**config.mk**
```make
export PLATFORM = sky130hd
export DESIGN_NAME = oob_dev_ctrl
export DESIGN_NICKNAME = d
export VERILOG_FILES = /design/src/rtl/oob_dev_pkg.sv /design/src/rtl/oob_prim_detect.sv /design/src/rtl/oob_dev_ctrl.sv
export SDC_FILE = /design/constraint.sdc
export NUM_CORES = 1
export LEC_CHECK = 0
export ABC_CLOCK_PERIOD_IN_PS = 4800
export CAP_MARGIN = 30
export CORE_MARGIN = 2
export CORE_UTILIZATION = 46
export CTS_BUF_LIST = sky130_fd_sc_hd__clkbuf_16
export DETAILED_ROUTE_END_ITERATION = 8
export PLACE_DENSITY = 0.86
export SYNTH_ARGS = -nofsm -noshare
export SYNTH_HDL_FRONTEND = slang
export SYNTH_SLANG_ARGS = --single-unit
```
**constraint.sdc**
```tcl
create_clock -name clk -period 4.8 [get_ports clk]
set_input_delay 1.44 -clock clk [delete_from_list [all_inputs] [get_ports clk]]
set_output_delay 1.44 -clock clk [all_outputs]
set_load 0.02 [all_outputs]
```
**src/rtl/oob_dev_pkg.sv**
```systemverilog
// Shared constants, state encodings and tx-word helpers for the device-side OOB sequencer.
package oob_dev_pkg;

    localparam logic [31:0] ALIGN_P      = 32'h7B4A_4ABC;
    localparam logic [31:0] SYNC_P       = 32'hB5B5_957C;
    localparam logic [3:0]  PRIM_K       = 4'b0001;
    localparam logic [7:0]  PRIM_BYTE0   = 8'h7C;
    localparam int          NONALIGN_CNT = 3;

    localparam logic [3:0] ST_IDLE        = 4'd0;
    localparam logic [3:0] ST_WAIT_RST    = 4'd1;
    localparam logic [3:0] ST_SEND_INIT   = 4'd2;
    localparam logic [3:0] ST_WAIT_WAKE   = 4'd3;
    localparam logic [3:0] ST_SEND_WAKE   = 4'd4;
    localparam logic [3:0] ST_WAIT_ACTIVE = 4'd5;
    localparam logic [3:0] ST_SEND_ALIGN  = 4'd6;
    localparam logic [3:0] ST_SEND_SYNC   = 4'd7;
    localparam logic [3:0] ST_LINKUP      = 4'd8;

    typedef struct packed {
        logic [31:0] data;
        logic [3:0]  charisk;
    } tx_word_t;

    function automatic logic is_timed(input logic [3:0] st);
        return st inside {ST_SEND_INIT, ST_WAIT_WAKE, ST_SEND_WAKE,
                          ST_WAIT_ACTIVE, ST_SEND_ALIGN, ST_SEND_SYNC};
    endfunction

    function automatic logic tx_active(input logic [3:0] st);
        return st inside {ST_SEND_ALIGN, ST_SEND_SYNC, ST_LINKUP};
    endfunction

    function automatic tx_word_t tx_select(input logic [3:0]  st,
                                           input logic [31:0] data,
                                           input logic [3:0]  charisk);
        tx_word_t w;
        case (st)
            ST_SEND_ALIGN: w = '{data: ALIGN_P, charisk: PRIM_K};
            ST_SEND_SYNC:  w = '{data: SYNC_P,  charisk: PRIM_K};
            ST_LINKUP:     w = '{data: data,    charisk: charisk};
            default:       w = '0;
        endcase
        return w;
    endfunction

endpackage

```
**src/rtl/oob_prim_detect.sv**
```systemverilog
// Registered ALIGNp detector and consecutive non-ALIGN primitive counter on the rx word stream.
module oob_prim_detect
    import oob_dev_pkg::*;
(
    input  logic        clk,
    input  logic        rst_n,
    input  logic [31:0] rxdata_in,
    input  logic [3:0]  rxcharisk_in,
    input  logic        rxbyteisaligned,
    output logic        align_det,
    output logic        nonalign3_det
);

    localparam int CNT_W = $clog2(NONALIGN_CNT + 1);

    logic [CNT_W-1:0] prim_cnt;
    logic [CNT_W-1:0] prim_cnt_nxt;
    logic             is_align;
    logic             is_prim;

    // ALIGNp has byte0 0xBC, so it never qualifies as a non-ALIGN primitive and breaks the run.
    always_comb begin
        is_align     = rxbyteisaligned && (rxcharisk_in == PRIM_K) && (rxdata_in == ALIGN_P);
        is_prim      = rxbyteisaligned && (rxcharisk_in == PRIM_K) && (rxdata_in[7:0] == PRIM_BYTE0);
        // NOTE: default first so every path assigns it; otherwise a latch is inferred.
        prim_cnt_nxt = prim_cnt;
        if (!is_prim) begin
            prim_cnt_nxt = '0;
        end else if (prim_cnt != CNT_W'(NONALIGN_CNT)) begin
            prim_cnt_nxt = prim_cnt + 1'b1;
        end
    end

    always_ff @(posedge clk) begin
        if (!rst_n) begin
            prim_cnt      <= '0;
            align_det     <= 1'b0;
            nonalign3_det <= 1'b0;
        end else begin
            // NOTE: non-blocking so every register samples pre-edge values regardless of order.
            prim_cnt      <= prim_cnt_nxt;
            align_det     <= is_align;
            nonalign3_det <= (prim_cnt_nxt == CNT_W'(NONALIGN_CNT));
        end
    end

endmodule

```
**src/rtl/oob_dev_ctrl.sv**
```systemverilog
// Device-side SATA OOB responder: answers COMRESET/COMWAKE, then ALIGNp/SYNCp until link-up.
module oob_dev_ctrl
    import oob_dev_pkg::*;
#(
    parameter int DATA_BYTE_WIDTH = 4,
    parameter int CLK_SPEED_GRADE = 1,
    parameter int TIMEOUT_CYCLES  = 65536
) (
    input  logic                         clk,
    input  logic                         rst_n,
    input  logic                         gtx_ready,
    input  logic                         rxcominitdet_in,
    input  logic                         rxcomwakedet_in,
    input  logic                         rxelecidle_in,
    input  logic                         txcomfinish_in,
    input  logic                         rxbyteisaligned,
    input  logic [DATA_BYTE_WIDTH*8-1:0] rxdata_in,
    input  logic [DATA_BYTE_WIDTH-1:0]   rxcharisk_in,
    input  logic [DATA_BYTE_WIDTH*8-1:0] txdata_in,
    input  logic [DATA_BYTE_WIDTH-1:0]   txcharisk_in,
    output logic                         txcominit,
    output logic                         txcomwake,
    output logic                         txelecidle,
    output logic [DATA_BYTE_WIDTH*8-1:0] txdata_out,
    output logic [DATA_BYTE_WIDTH-1:0]   txcharisk_out,
    output logic                         phy_ready,
    output logic                         link_up,
    output logic                         oob_error,
    output logic [3:0]                   debug_state
);

    localparam int unsigned LIMIT = TIMEOUT_CYCLES * CLK_SPEED_GRADE;
    localparam int          CNT_W = $clog2(LIMIT + 1);

    logic [3:0]       state;
    logic [3:0]       state_nxt;
    logic [CNT_W-1:0] tmo_cnt;
    logic             tmo_hit;
    logic             timeout_take;
    logic             restart;
    logic             entering;
    logic             align_det;
    logic             nonalign3_det;
    tx_word_t         tx_nxt;

    oob_prim_detect u_prim_detect (
        .clk             (clk),
        .rst_n           (rst_n),
        .rxdata_in       (rxdata_in),
        .rxcharisk_in    (rxcharisk_in),
        .rxbyteisaligned (rxbyteisaligned),
        .align_det       (align_det),
        .nonalign3_det   (nonalign3_det)
    );

    always_comb begin
        restart      = gtx_ready && rxcominitdet_in && (state != ST_IDLE) && (state != ST_WAIT_RST);
        tmo_hit      = is_timed(state) && (tmo_cnt == CNT_W'(LIMIT - 1));
        state_nxt    = state;
        timeout_take = 1'b0;
        if (!gtx_ready) begin
            state_nxt = ST_IDLE;
        end else if (restart) begin
            state_nxt = ST_SEND_INIT;
        end else if (tmo_hit) begin
            state_nxt    = ST_WAIT_RST;
            timeout_take = 1'b1;
        end else begin
            case (state)
                ST_IDLE:        state_nxt = ST_WAIT_RST;
                ST_WAIT_RST:    if (rxcominitdet_in) state_nxt = ST_SEND_INIT;
                ST_SEND_INIT:   if (txcomfinish_in)  state_nxt = ST_WAIT_WAKE;
                ST_WAIT_WAKE:   if (rxcomwakedet_in) state_nxt = ST_SEND_WAKE;
                ST_SEND_WAKE:   if (txcomfinish_in)  state_nxt = ST_WAIT_ACTIVE;
                ST_WAIT_ACTIVE: if (!rxelecidle_in)  state_nxt = ST_SEND_ALIGN;
                ST_SEND_ALIGN:  if (align_det)       state_nxt = ST_SEND_SYNC;
                ST_SEND_SYNC:   if (nonalign3_det)   state_nxt = ST_LINKUP;
                ST_LINKUP:      state_nxt = ST_LINKUP;
                default:        state_nxt = ST_IDLE;
            endcase
        end
        // A host COMRESET while already in SEND_INIT counts as a fresh entry.
        entering = (state_nxt != state) || restart;
        tx_nxt   = tx_select(state, txdata_in, txcharisk_in);
    end

    always_ff @(posedge clk) begin
        if (!rst_n) begin
            state         <= ST_IDLE;
            tmo_cnt       <= '0;
            txcominit     <= 1'b0;
            txcomwake     <= 1'b0;
            txelecidle    <= 1'b1;
            txdata_out    <= '0;
            txcharisk_out <= '0;
            phy_ready     <= 1'b0;
            link_up       <= 1'b0;
            oob_error     <= 1'b0;
        end else begin
            state <= state_nxt;
            if (entering) begin
                tmo_cnt <= '0;
            end else if (tmo_cnt != CNT_W'(LIMIT)) begin
                tmo_cnt <= tmo_cnt + 1'b1;
            end
            txcominit     <= entering && (state_nxt == ST_SEND_INIT);
            txcomwake     <= entering && (state_nxt == ST_SEND_WAKE);
            link_up       <= entering && (state_nxt == ST_LINKUP);
            oob_error     <= timeout_take;
            txelecidle    <= !tx_active(state_nxt);
            phy_ready     <= (state_nxt == ST_LINKUP) && gtx_ready && rxbyteisaligned;
            txdata_out    <= tx_nxt.data;
            txcharisk_out <= tx_nxt.charisk;
        end
    end

    assign debug_state = state;

endmodule

```
==> impl_metrics.xml, run 1 <==
<?xml version="1.0" encoding="UTF-8"?>
<metrics>
  <group name="run_status">
    <metric name="status" unit="">completed</metric>
  </group>
  <group name="setup_path">
    <metric name="setup.worst_path.end_class" unit="">register</metric>
    <metric name="worstPathMaxFanout" unit="">17</metric>
    <metric name="worst-setup-path-type" unit="">in2reg</metric>
    <metric name="worst_path_max_delay_cell" unit="">sky130_fd_sc_hd__clkdlybuf4s50_1</metric>
    <metric name="worst-r2r-setup-slack" unit="ns">1.86</metric>
    <metric name="path_delay_family" unit="">simple AND/OR/NAND/NOR gates</metric>
    <metric name="r2r-start" unit="">tmo_cnt[0]$_SDFFE_PP0P_</metric>
    <metric name="startpoint" unit="">gtx_ready</metric>
    <metric name="worst_ep_arrival_time" unit="ns">3.59</metric>
    <metric name="worst_ep_required_time" unit="ns">5.04</metric>
    <metric name="timing.critical_path.to" unit="">tmo_cnt[16]$_SDFFE_PP0P_</metric>
    <metric name="worstRegToRegCells" unit="">10</metric>
    <metric name="r2r-end" unit="">tmo_cnt[16]$_SDFFE_PP0P_</metric>
    <metric name="worst_setup_path_start_kind" unit="">input pin</metric>
    <metric name="worstPathBufferInverterCount" unit="">1</metric>
    <metric name="crit_chain" unit="">clkdlybuf4s50_1, nor2b_2, nand3_1, a221oi_4, nand4_4, a211oi_1</metric>
    <metric name="worst-path-stages" unit="">6</metric>
    <metric name="critical_path.max_stage_delay" unit="ns">0.64</metric>
  </group>
  <group name="synth">
    <metric name="netlist_top_cells_area" unit="">sky130_fd_sc_hd__dfxtp_1 (46%), sky130_fd_sc_hd__a21oi_1 (5.8%), sky130_fd_sc_hd__nor3_2 (3.4%)</metric>
    <metric name="synth.net_count" unit="">387</metric>
    <metric name="postSynthRegisterBits" unit="">67</metric>
    <metric name="synthDominantAreaCellType" unit="">sky130_fd_sc_hd__dfxtp_1</metric>
    <metric name="syn-cell-area" unit="mm^2">0.00294</metric>
    <metric name="netlist_instances" unit="">304</metric>
    <metric name="synth_ff_type" unit="">sky130_fd_sc_hd__dfxtp_1</metric>
    <metric name="synth_seq_area_share" unit="%">45.6</metric>
    <metric name="async_reset_ff_share" unit="%">0</metric>
    <metric name="yosys.area.top_type_share" unit="%">45.6</metric>
    <metric name="cell_variety_after_synth" unit="">60</metric>
    <metric name="syn-mean-instance-area" unit="um^2">9.68</metric>
    <metric name="synth_edf_count" unit="">0</metric>
    <metric name="yosysWarningCount" unit="">0</metric>
  </group>
  <group name="sta">
    <metric name="minimum_clock_period_after_layout" unit="ns">3.35</metric>
    <metric name="tightest_slew" unit="ns">0.702</metric>
    <metric name="timing_max_transition_violations_final" unit="">0</metric>
    <metric name="timing.hold.ws" unit="ns">0.459</metric>
    <metric name="min_period_over_period" unit="%">69.8</metric>
    <metric name="timing.final.ws_setup" unit="ns">1.45</metric>
    <metric name="final_setup_fails" unit="">0</metric>
    <metric name="max_clock_freq" unit="MHz">298</metric>
    <metric name="final_tns_setup" unit="ns">0</metric>
    <metric name="skew" unit="ns">0.00894</metric>
    <metric name="rsz0062_at_grt" unit="">false</metric>
    <metric name="slew_headroom" unit="%">53.1</metric>
    <metric name="timing_hold_violations_final" unit="">0</metric>
  </group>
  <group name="cells_and_area">
    <metric name="area.sequential" unit="mm^2">0.00134</metric>
    <metric name="synthToLayoutAreaGrowth" unit="%">53.1</metric>
    <metric name="most-common-layout-cells" unit="">sky130_fd_sc_hd__clkdlybuf4s50_1 (125), sky130_fd_sc_hd__dfxtp_1 (67), sky130_fd_sc_hd__a21oi_1 (34)</metric>
    <metric name="multi_input_area" unit="mm^2">0.00146</metric>
    <metric name="layout-drive-gt1-share" unit="%">8.82</metric>
    <metric name="layout_nets" unit="">509</metric>
    <metric name="fill_cells" unit="">466</metric>
    <metric name="layout_commonest_cell" unit="">sky130_fd_sc_hd__clkdlybuf4s50_1</metric>
    <metric name="antenna-diode-count" unit="">0</metric>
  </group>
  <group name="clock_tree">
    <metric name="postCtsSetupBuffers" unit="">0</metric>
    <metric name="tritoncts_clock_tree" unit="">yes</metric>
    <metric name="cts_root_buf" unit="">sky130_fd_sc_hd__clkbuf_16</metric>
    <metric name="numCtsBuffers" unit="">9</metric>
    <metric name="clk_path_buf_depth" unit="">2</metric>
    <metric name="clk_latency" unit="ns">0.33</metric>
    <metric name="clk_pin_slew" unit="ns">0.06</metric>
    <metric name="cts_resized" unit="">0</metric>
    <metric name="post_cts_hold_buffer_count" unit="">0</metric>
    <metric name="cts.sinks" unit="">67</metric>
    <metric name="cts.htree.levels" unit="">3</metric>
  </group>
  <group name="min_path">
    <metric name="worst_hold_path_type" unit="">reg2reg</metric>
    <metric name="min-delay-start" unit="">u_prim_detect.prim_cnt[0]$_SDFF_PN0_</metric>
  </group>
  <group name="power">
    <metric name="peakVddDrop" unit="mV">0.251</metric>
    <metric name="powerDensity" unit="mW/mm^2">301</metric>
    <metric name="leakage" unit="nW">1.61</metric>
  </group>
  <group name="die">
    <metric name="starting_density" unit="%">46.9</metric>
    <metric name="placementRows" unit="">29</metric>
    <metric name="design.core.area" unit="mm^2">0.00628</metric>
    <metric name="fp.dieW" unit="um">84.0</metric>
    <metric name="num_io_pins" unit="">126</metric>
    <metric name="die_h" unit="um">84.0</metric>
    <metric name="design.die.area" unit="mm^2">0.00705</metric>
  </group>
  <group name="placement">
    <metric name="gp_routability_congestion" unit="">0.889</metric>
    <metric name="io_buffers" unit="">125</metric>
    <metric name="preCtsSetupSlack" unit="ns">1.13</metric>
    <metric name="post-dp-hpwl" unit="mm">5.72</metric>
  </group>
  <group name="grt">
    <metric name="globalRouteTotalUtil" unit="%">23.1</metric>
    <metric name="grt_pass1_wl" unit="mm">12.9</metric>
    <metric name="grt_start_max_net_pins" unit="">37</metric>
    <metric name="globalRoute.totalOverflow" unit="">0</metric>
    <metric name="initial_antenna_violation_count" unit="">0</metric>
    <metric name="first_global_vias" unit="">2803</metric>
  </group>
  <group name="route">
    <metric name="postRouteWirelength" unit="mm">7.80</metric>
    <metric name="first_pass_iters" unit="">4</metric>
    <metric name="detail_route.vias_per_cell" unit="">5.39</metric>
    <metric name="detailedRoute.firstIterationViolations" unit="">89</metric>
    <metric name="drc_errors" unit="">0</metric>
    <metric name="vias" unit="">2739</metric>
    <metric name="ant_nets" unit="">0</metric>
    <metric name="routedWlPerCell" unit="um">15.4</metric>
  </group>
  <group name="job">
    <metric name="drv_cap" unit="">0</metric>
  </group>
</metrics>
-- where the power goes --
| group | total, mW | leakage [nW] | switching (mW) | internal [mW] |
|---|---|---|---|---|
| registers | 0.564 | 0.540 | 0.00529 | 0.559 |
| logic | 0.112 | 0.916 | 0.0397 | 0.0720 |
| clock network | 0.680 | 0.152 | 0.233 | 0.447 |
-- through the flow --
stage                     power (mW)  util, %  instance area [um^2]  std cells
final                           1.36     71.8                  4500        508
after global routing            1.39     71.8                  4500        508
after CTS                       1.36     71.8                  4500        508
after detailed placement       0.686     66.8                  4200        492
after global placement         0.682     66.8                  4200        492
after floorplan                0.612        -                  2940        304
-- worst min path at each step --
stage / end / depth (start not counted)
floorplan: u_prim_detect.prim_cnt[0]$_SDFF_PN0_ / 1
detailed placement: u_prim_detect.prim_cnt[1]$_SDFF_PN0_ / 1
CTS: u_prim_detect.prim_cnt[1]$_SDFF_PN0_ / 1
global route: u_prim_detect.prim_cnt[0]$_SDFF_PN0_ / 1
finish: u_prim_detect.prim_cnt[1]$_SDFF_PN0_ / 1
global placement: u_prim_detect.prim_cnt[1]$_SDFF_PN0_ / 1
-- per-layer routing --
layer  vias up  track usage [%]  routed length (um)
met5         -                0                   0
met3        20             4.65                 444
met4         0             13.2                 250
met2       114             41.7                4080
met1      1271             25.0                3020
li1       1334                -                   -
-- synthesized netlist by cell type, drive strengths merged (3+ instances only) --
library cell / instances
a21oi: 35
and3: 12
and4b: 3
buf: 9
clkbuf: 7
dfxtp: 67
ha: 3
inv: 8
mux2i: 3
nand2: 26
nand3: 12
nand4: 6
nor2: 22
nor2b: 3
nor3: 21
nor4: 6
nor4b: 4
nor4bb: 5
o211ai: 3
o21ai: 3
xnor2: 9
xor2: 6
-- sequential cells by signal (all words and copies together), names as in the netlist --
signal,cells
txdata_out,32
u_prim_detect.nonalign3_det,1
tmo_cnt,17
txelecidle,1
debug_state,4
txcominit,1
txcomwake,1
link_up,1
u_prim_detect.align_det,1
txcharisk_out,4
phy_ready,1
oob_error,1
u_prim_detect.prim_cnt,2
-- logic make-up (layout without fill, tap and decap cells) --
logic type | count (synthesis) | in the layout | share of synthesized area (%)
mux | 4 | 4 | 1.53
xor+xnor | 15 | 15 | 5.10
fa+ha+maj | 3 | 3 | 1.28
buf+inv | 25 | 152 | 4.89
flops | 67 | 67 | 45.6
compound gates | 60 | 60 | 14.0
simple gates | 130 | 130 | 27.6
-- worst reg2reg max path: stages (launching register included) --
cell                       delay (ns)
sky130_fd_sc_hd__dfxtp_1         0.35
sky130_fd_sc_hd__ha_1            0.27
sky130_fd_sc_hd__nand4_1         0.20
sky130_fd_sc_hd__nor2_1          0.11
sky130_fd_sc_hd__and3_1          0.18
sky130_fd_sc_hd__ha_1            0.22
sky130_fd_sc_hd__nor3_1          0.29
sky130_fd_sc_hd__nand3_1         0.18
sky130_fd_sc_hd__a221oi_4        0.38
sky130_fd_sc_hd__nand4_4         0.34
sky130_fd_sc_hd__a211oi_1        0.34
-- area by class of cell --
class | instances | share of cell area (%)
inverter | 9 | 0.750
timing repair buffer | 127 | 28.1
sequential | 67 | 29.8
multi-input combinational | 212 | 32.4
clock buffer | 9 | 5.00
clock inverter | 7 | 1.86
tap | 77 | 2.14
(Power assumes the default switching activity.)
==> inputs of run 2 (changes only) <==
- ABC_CLOCK_PERIOD_IN_PS: 4800 -> 3100
- CORE_UTILIZATION: 46 -> 42
- PLACE_DENSITY: 0.86 -> 0.8
- clock period: 4.8 -> 3.1 ns (I/O delays scaled with it)
==> impl_metrics.xml, run 2 (same netlist as run 1, synthesis figures left out) <==
<?xml version="1.0" encoding="UTF-8"?>
<metrics>
  <group name="run_status">
    <metric name="status" unit="">completed</metric>
  </group>
  <group name="cells_and_area">
    <metric name="layout_commonest_cell" unit="">sky130_fd_sc_hd__clkdlybuf4s50_1</metric>
    <metric name="reg.largest.list" unit="">txdata_out (32), tmo_cnt (17)</metric>
    <metric name="antenna-diode-count" unit="">0</metric>
    <metric name="layout-drive-gt1-share" unit="%">10.7</metric>
    <metric name="largest-register" unit="">txdata_out</metric>
    <metric name="utilization_after_layout" unit="%">67.2</metric>
    <metric name="synthToLayoutAreaGrowth" unit="%">55.1</metric>
    <metric name="number_of_flip_flops_under_the_largest_register_name" unit="">32</metric>
    <metric name="layout_nets" unit="">517</metric>
    <metric name="finish.instance_area" unit="mm^2">0.00456</metric>
    <metric name="most-common-layout-cells" unit="">sky130_fd_sc_hd__clkdlybuf4s50_1 (125), sky130_fd_sc_hd__dfxtp_1 (67), sky130_fd_sc_hd__a21oi_1 (34)</metric>
  </group>
  <group name="grt">
    <metric name="globalRouteTotalUtil" unit="%">20.2</metric>
    <metric name="grt_pass1_wl" unit="mm">12.1</metric>
    <metric name="grt_start_max_net_pins" unit="">37</metric>
    <metric name="first_global_vias" unit="">2607</metric>
    <metric name="globalRoute.totalOverflow" unit="">0</metric>
    <metric name="initial_antenna_violation_count" unit="">0</metric>
  </group>
  <group name="setup_path">
    <metric name="worst_setup_path_start_kind" unit="">register</metric>
    <metric name="worstPathMaxFanout" unit="">19</metric>
    <metric name="worst_ep_arrival_time" unit="ns">3.08</metric>
    <metric name="worst_ep_required_time" unit="ns">3.36</metric>
    <metric name="worst_path_max_delay_cell" unit="">sky130_fd_sc_hd__xor2_4</metric>
    <metric name="crit_chain" unit="">ha_1, nand4_1, nor2_1, and3_1, ha_1, nor3_1, a21oi_2, nor2_8, xor2_4, o2111a_1</metric>
    <metric name="setup.worst_path.end_class" unit="">register</metric>
    <metric name="worst_path_most_repeated_cell" unit="">sky130_fd_sc_hd__ha_1</metric>
    <metric name="critical_path.max_stage_delay" unit="ns">0.55</metric>
    <metric name="worst-setup-path-type" unit="">reg2reg</metric>
  </group>
  <group name="placement">
    <metric name="post-dp-hpwl" unit="mm">5.65</metric>
    <metric name="placed_cell_area" unit="mm^2">0.00428</metric>
    <metric name="preCtsSetupSlack" unit="ns">0.0522</metric>
    <metric name="io_buffers" unit="">125</metric>
    <metric name="gp_routability_congestion" unit="">0.874</metric>
  </group>
  <group name="sta">
    <metric name="final_setup_fails" unit="">0</metric>
    <metric name="timing_hold_violations_final" unit="">0</metric>
    <metric name="max_clock_freq" unit="MHz">355</metric>
    <metric name="tightest_slew" unit="ns">0.717</metric>
    <metric name="min_period_over_period" unit="%">91.0</metric>
    <metric name="minimum_clock_period_after_layout" unit="ns">2.82</metric>
    <metric name="rsz0062_at_grt" unit="">false</metric>
    <metric name="timing_max_transition_violations_final" unit="">0</metric>
    <metric name="final_tns_setup" unit="ns">0</metric>
    <metric name="timing.final.ws_setup" unit="ns">0.280</metric>
    <metric name="slew_headroom" unit="%">52.1</metric>
    <metric name="skew" unit="ns">0.00751</metric>
  </group>
  <group name="clock_tree">
    <metric name="cts.sinks" unit="">67</metric>
    <metric name="tritoncts_clock_tree" unit="">yes</metric>
    <metric name="clk_path_buf_depth" unit="">2</metric>
    <metric name="cts.htree.levels" unit="">3</metric>
    <metric name="clk_latency" unit="ns">0.32</metric>
    <metric name="clk_pin_slew" unit="ns">0.05</metric>
    <metric name="postCtsSetupBuffers" unit="">0</metric>
    <metric name="cts_root_buf" unit="">sky130_fd_sc_hd__clkbuf_16</metric>
    <metric name="numCtsBuffers" unit="">9</metric>
    <metric name="post_cts_hold_buffer_count" unit="">0</metric>
    <metric name="cts_resized" unit="">0</metric>
  </group>
  <group name="power">
    <metric name="powerDensity" unit="mW/mm^2">438</metric>
    <metric name="power.total" unit="mW">2.00</metric>
    <metric name="leakage" unit="nW">1.64</metric>
    <metric name="peakVddDrop" unit="mV">0.253</metric>
  </group>
  <group name="route">
    <metric name="detailedRoute.firstIterationViolations" unit="">92</metric>
    <metric name="routedWlPerCell" unit="um">14.0</metric>
    <metric name="drc_errors" unit="">0</metric>
    <metric name="detail_route.vias_per_cell" unit="">5.10</metric>
    <metric name="postRouteWirelength" unit="mm">7.49</metric>
    <metric name="first_pass_iters" unit="">4</metric>
    <metric name="ant_nets" unit="">0</metric>
    <metric name="vias" unit="">2730</metric>
  </group>
  <group name="job">
    <metric name="drv_cap" unit="">0</metric>
  </group>
  <group name="die">
    <metric name="placementRows" unit="">30</metric>
    <metric name="starting_density" unit="%">43.3</metric>
    <metric name="num_io_pins" unit="">126</metric>
    <metric name="die_h" unit="um">87.7</metric>
    <metric name="design.core.area" unit="mm^2">0.00679</metric>
    <metric name="fp.dieW" unit="um">87.7</metric>
    <metric name="design.die.area" unit="mm^2">0.00769</metric>
  </group>
  <group name="min_path">
    <metric name="worst_hold_path_type" unit="">reg2reg</metric>
  </group>
</metrics>
run 2: critical path: cells and delay by family (launching register included):
family	cells	cell delay (ns)
AO/OA/AOI/OAI	2	0.55
adder cells (fa/ha/maj)	2	0.48
AND/OR/NAND/NOR	5	0.76
flip-flops	1	0.42
XOR/XNOR	1	0.55
run 2: layout make-up:
class	instances	area [um^2]
well taps	96	120
multi-input cells	212	1460
flip-flops and latches	67	1340
fillers	538	2230
clock inverters	7	60.1
clock buffers	9	225
inverters	9	33.8
repair buffers	135	1330
run 2: final timing paths:
check	startpoint	end	slack [ns]	cells after the start
min reg2reg	u_prim_detect.prim_cnt[0]$_SDFF_PN0_	u_prim_detect.prim_cnt[0]$_SDFF_PN0_	0.45	1
min	u_prim_detect.prim_cnt[0]$_SDFF_PN0_	u_prim_detect.prim_cnt[0]$_SDFF_PN0_	0.45	1
max	tmo_cnt[0]$_SDFFE_PP0P_	txcomwake$_SDFF_PN0_	0.28	10
max reg2reg	tmo_cnt[0]$_SDFFE_PP0P_	txcomwake$_SDFF_PN0_	0.28	10
run 2: metal layers:
metal / routed length [um] / vias up / share of wire [%] / track usage (%)
met5: 0 / - / 0 / 0
met4: 111 / 0 / 1.5 / 7.69
met3: 502 / 9 / 6.7 / 5.00
met2: 3710 / 119 / 50 / 34.6
met1: 3160 / 1247 / 42 / 24.4
li1: - / 1355 / - / -
run 2: where the power goes:
part,internal (mW),switching (mW)
registers,0.865,0.00834
logic,0.116,0.0591
clock network,0.611,0.341
run 2: through the flow:
step / cells / hold slack (ns)
global route: 535 / 0.486
floorplan: 304 / 0.420
global placement: 519 / 0.430
detailed placement: 519 / 0.443
CTS: 535 / 0.451
finish: 535 / 0.450
==> inputs of run 3 (changes only) <==
- HOLD_SLACK_MARGIN: not set -> 0.02
- REMOVE_ABC_BUFFERS: not set -> 1
==> impl_metrics.xml, run 3 (same netlist as run 1, synthesis figures left out) <==
<?xml version="1.0" encoding="UTF-8"?>
<metrics>
  <group name="setup_path">
    <metric name="worstPathBufferInverterCount" unit="">0</metric>
    <metric name="startpoint" unit="">tmo_cnt[0]$_SDFFE_PP0P_</metric>
    <metric name="worstPathMaxFanout" unit="">19</metric>
    <metric name="worst_path_most_repeated_cell" unit="">sky130_fd_sc_hd__ha_1</metric>
    <metric name="setup.worst_path.end_class" unit="">register</metric>
    <metric name="critical_path.max_stage_delay" unit="ns">0.55</metric>
    <metric name="crit_chain" unit="">ha_1, nand4_1, nor2_1, and3_1, ha_1, nor3_1, a21oi_2, nor2_8, xor2_4, o2111a_1</metric>
    <metric name="r2r-start" unit="">tmo_cnt[0]$_SDFFE_PP0P_</metric>
    <metric name="worst-setup-path-type" unit="">reg2reg</metric>
    <metric name="worst_path_max_delay_cell" unit="">sky130_fd_sc_hd__xor2_4</metric>
    <metric name="path_delay_family" unit="">simple AND/OR/NAND/NOR gates</metric>
    <metric name="worst_ep_arrival_time" unit="ns">3.06</metric>
    <metric name="worst_setup_path_start_kind" unit="">register</metric>
    <metric name="worst_ep_required_time" unit="ns">3.37</metric>
  </group>
  <group name="die">
    <metric name="fp.dieW" unit="um">87.7</metric>
    <metric name="starting_density" unit="%">43.3</metric>
    <metric name="design.die.area" unit="mm^2">0.00769</metric>
    <metric name="placementRows" unit="">30</metric>
    <metric name="design.core.area" unit="mm^2">0.00679</metric>
    <metric name="die_h" unit="um">87.7</metric>
    <metric name="num_io_pins" unit="">126</metric>
  </group>
  <group name="sta">
    <metric name="skew" unit="ns">0.00604</metric>
    <metric name="rsz0062_at_grt" unit="">false</metric>
    <metric name="min_period_over_period" unit="%">90.3</metric>
    <metric name="final_tns_setup" unit="ns">0</metric>
    <metric name="tightest_slew" unit="ns">0.670</metric>
    <metric name="minimum_clock_period_after_layout" unit="ns">2.80</metric>
    <metric name="timing.final.ws_setup" unit="ns">0.302</metric>
    <metric name="timing_hold_violations_final" unit="">0</metric>
    <metric name="slew_headroom" unit="%">55.1</metric>
    <metric name="max_clock_freq" unit="MHz">357</metric>
    <metric name="timing_max_transition_violations_final" unit="">0</metric>
    <metric name="final_setup_fails" unit="">0</metric>
  </group>
  <group name="route">
    <metric name="first_pass_iters" unit="">4</metric>
    <metric name="drc_errors" unit="">0</metric>
    <metric name="vias" unit="">2749</metric>
    <metric name="detailedRoute.firstIterationViolations" unit="">122</metric>
    <metric name="routedWlPerCell" unit="um">14.3</metric>
    <metric name="postRouteWirelength" unit="mm">7.68</metric>
    <metric name="detail_route.vias_per_cell" unit="">5.13</metric>
    <metric name="ant_nets" unit="">0</metric>
  </group>
  <group name="clock_tree">
    <metric name="cts_resized" unit="">0</metric>
    <metric name="cts.sinks" unit="">67</metric>
    <metric name="cts.htree.levels" unit="">3</metric>
    <metric name="cts_root_buf" unit="">sky130_fd_sc_hd__clkbuf_16</metric>
    <metric name="clk_pin_slew" unit="ns">0.05</metric>
    <metric name="numCtsBuffers" unit="">9</metric>
    <metric name="clk_latency" unit="ns">0.33</metric>
    <metric name="tritoncts_clock_tree" unit="">yes</metric>
    <metric name="clk_path_buf_depth" unit="">2</metric>
    <metric name="post_cts_hold_buffer_count" unit="">0</metric>
    <metric name="postCtsSetupBuffers" unit="">0</metric>
  </group>
  <group name="cells_and_area">
    <metric name="layout_nets" unit="">519</metric>
    <metric name="synthToLayoutAreaGrowth" unit="%">55.5</metric>
    <metric name="layout-drive-gt1-share" unit="%">11.4</metric>
    <metric name="number_of_flip_flops_under_the_largest_register_name" unit="">32</metric>
    <metric name="most-common-layout-cells" unit="">sky130_fd_sc_hd__clkdlybuf4s50_1 (125), sky130_fd_sc_hd__dfxtp_1 (67), sky130_fd_sc_hd__a21oi_1 (34)</metric>
    <metric name="fin_cells" unit="">536</metric>
    <metric name="antenna-diode-count" unit="">0</metric>
    <metric name="largest-register" unit="">txdata_out</metric>
    <metric name="finish.instance_area" unit="mm^2">0.00458</metric>
    <metric name="fill_cells" unit="">552</metric>
    <metric name="layout_commonest_cell" unit="">sky130_fd_sc_hd__clkdlybuf4s50_1</metric>
    <metric name="area.sequential" unit="mm^2">0.00134</metric>
    <metric name="reg.largest.list" unit="">txdata_out (32), tmo_cnt (17)</metric>
    <metric name="multi_input_area" unit="mm^2">0.00146</metric>
  </group>
  <group name="run_status">
    <metric name="status" unit="">completed</metric>
  </group>
  <group name="power">
    <metric name="powerDensity" unit="mW/mm^2">440</metric>
    <metric name="leakage" unit="nW">1.65</metric>
    <metric name="peakVddDrop" unit="mV">0.298</metric>
  </group>
  <group name="placement">
    <metric name="post-dp-hpwl" unit="mm">5.62</metric>
    <metric name="gp_routability_congestion" unit="">0.921</metric>
    <metric name="placed_cells" unit="">521</metric>
    <metric name="placed_cell_area" unit="mm^2">0.00429</metric>
    <metric name="io_buffers" unit="">125</metric>
    <metric name="preCtsSetupSlack" unit="ns">0.0289</metric>
  </group>
  <group name="grt">
    <metric name="grt_start_max_net_pins" unit="">37</metric>
    <metric name="first_global_vias" unit="">2728</metric>
    <metric name="grt_pass1_wl" unit="mm">12.5</metric>
    <metric name="initial_antenna_violation_count" unit="">0</metric>
    <metric name="globalRouteTotalUtil" unit="%">21.2</metric>
    <metric name="globalRoute.totalOverflow" unit="">0</metric>
  </group>
  <group name="min_path">
    <metric name="worst_hold_path_type" unit="">reg2reg</metric>
    <metric name="min-delay-start" unit="">u_prim_detect.prim_cnt[0]$_SDFF_PN0_</metric>
  </group>
  <group name="job">
    <metric name="drv_cap" unit="">0</metric>
  </group>
</metrics>
## run 3: cell count changes in the layout (fill, tap and decap cells not counted), sizes merged
cell	delta
inv	-1
buf	+2
## run 3: metrics by stage
step	power (mW)	util, %	hold WS, ns
after floorplan	0.939	-	0.420
after global placement	1.06	63.2	0.430
after detailed placement	1.07	63.2	0.442
after CTS	2.03	67.4	0.449
after global routing	2.09	67.4	0.478
final	2.01	67.4	0.441
## run 3: cell type report
class,count,share of cell area (%)
multi-input combinational,212,31.8
inverter,9,0.738
sequential,67,29.3
timing repair buffer,137,29.3
clock buffer,9,4.92
clock inverter,6,1.26
tap,96,2.62
## run 3: final timing paths
kind         depth (start not counted)                                    to  slack [ns]
max                                 10                  txcomwake$_SDFF_PN0_        0.30
min                                  1  u_prim_detect.prim_cnt[0]$_SDFF_PN0_        0.44
max reg2reg                         10                  txcomwake$_SDFF_PN0_        0.30
min reg2reg                          1  u_prim_detect.prim_cnt[0]$_SDFF_PN0_        0.44
## run 3: report_power, final
group / internal, mW / leakage, nW / switching, mW
combinational: 0.117 / 0.965 / 0.0625
clock: 0.611 / 0.141 / 0.353
sequential: 0.865 / 0.540 / 0.00502
## run 3: layer usage
metal | up-vias | wire [um] | track usage, %
met2 | 117 | 3800 | 36.9
met4 | 0 | 275 | 11.0
met1 | 1254 | 3100 | 23.4
li1 | 1354 | - | -
met5 | - | 0 | 0
met3 | 24 | 502 | 5.84
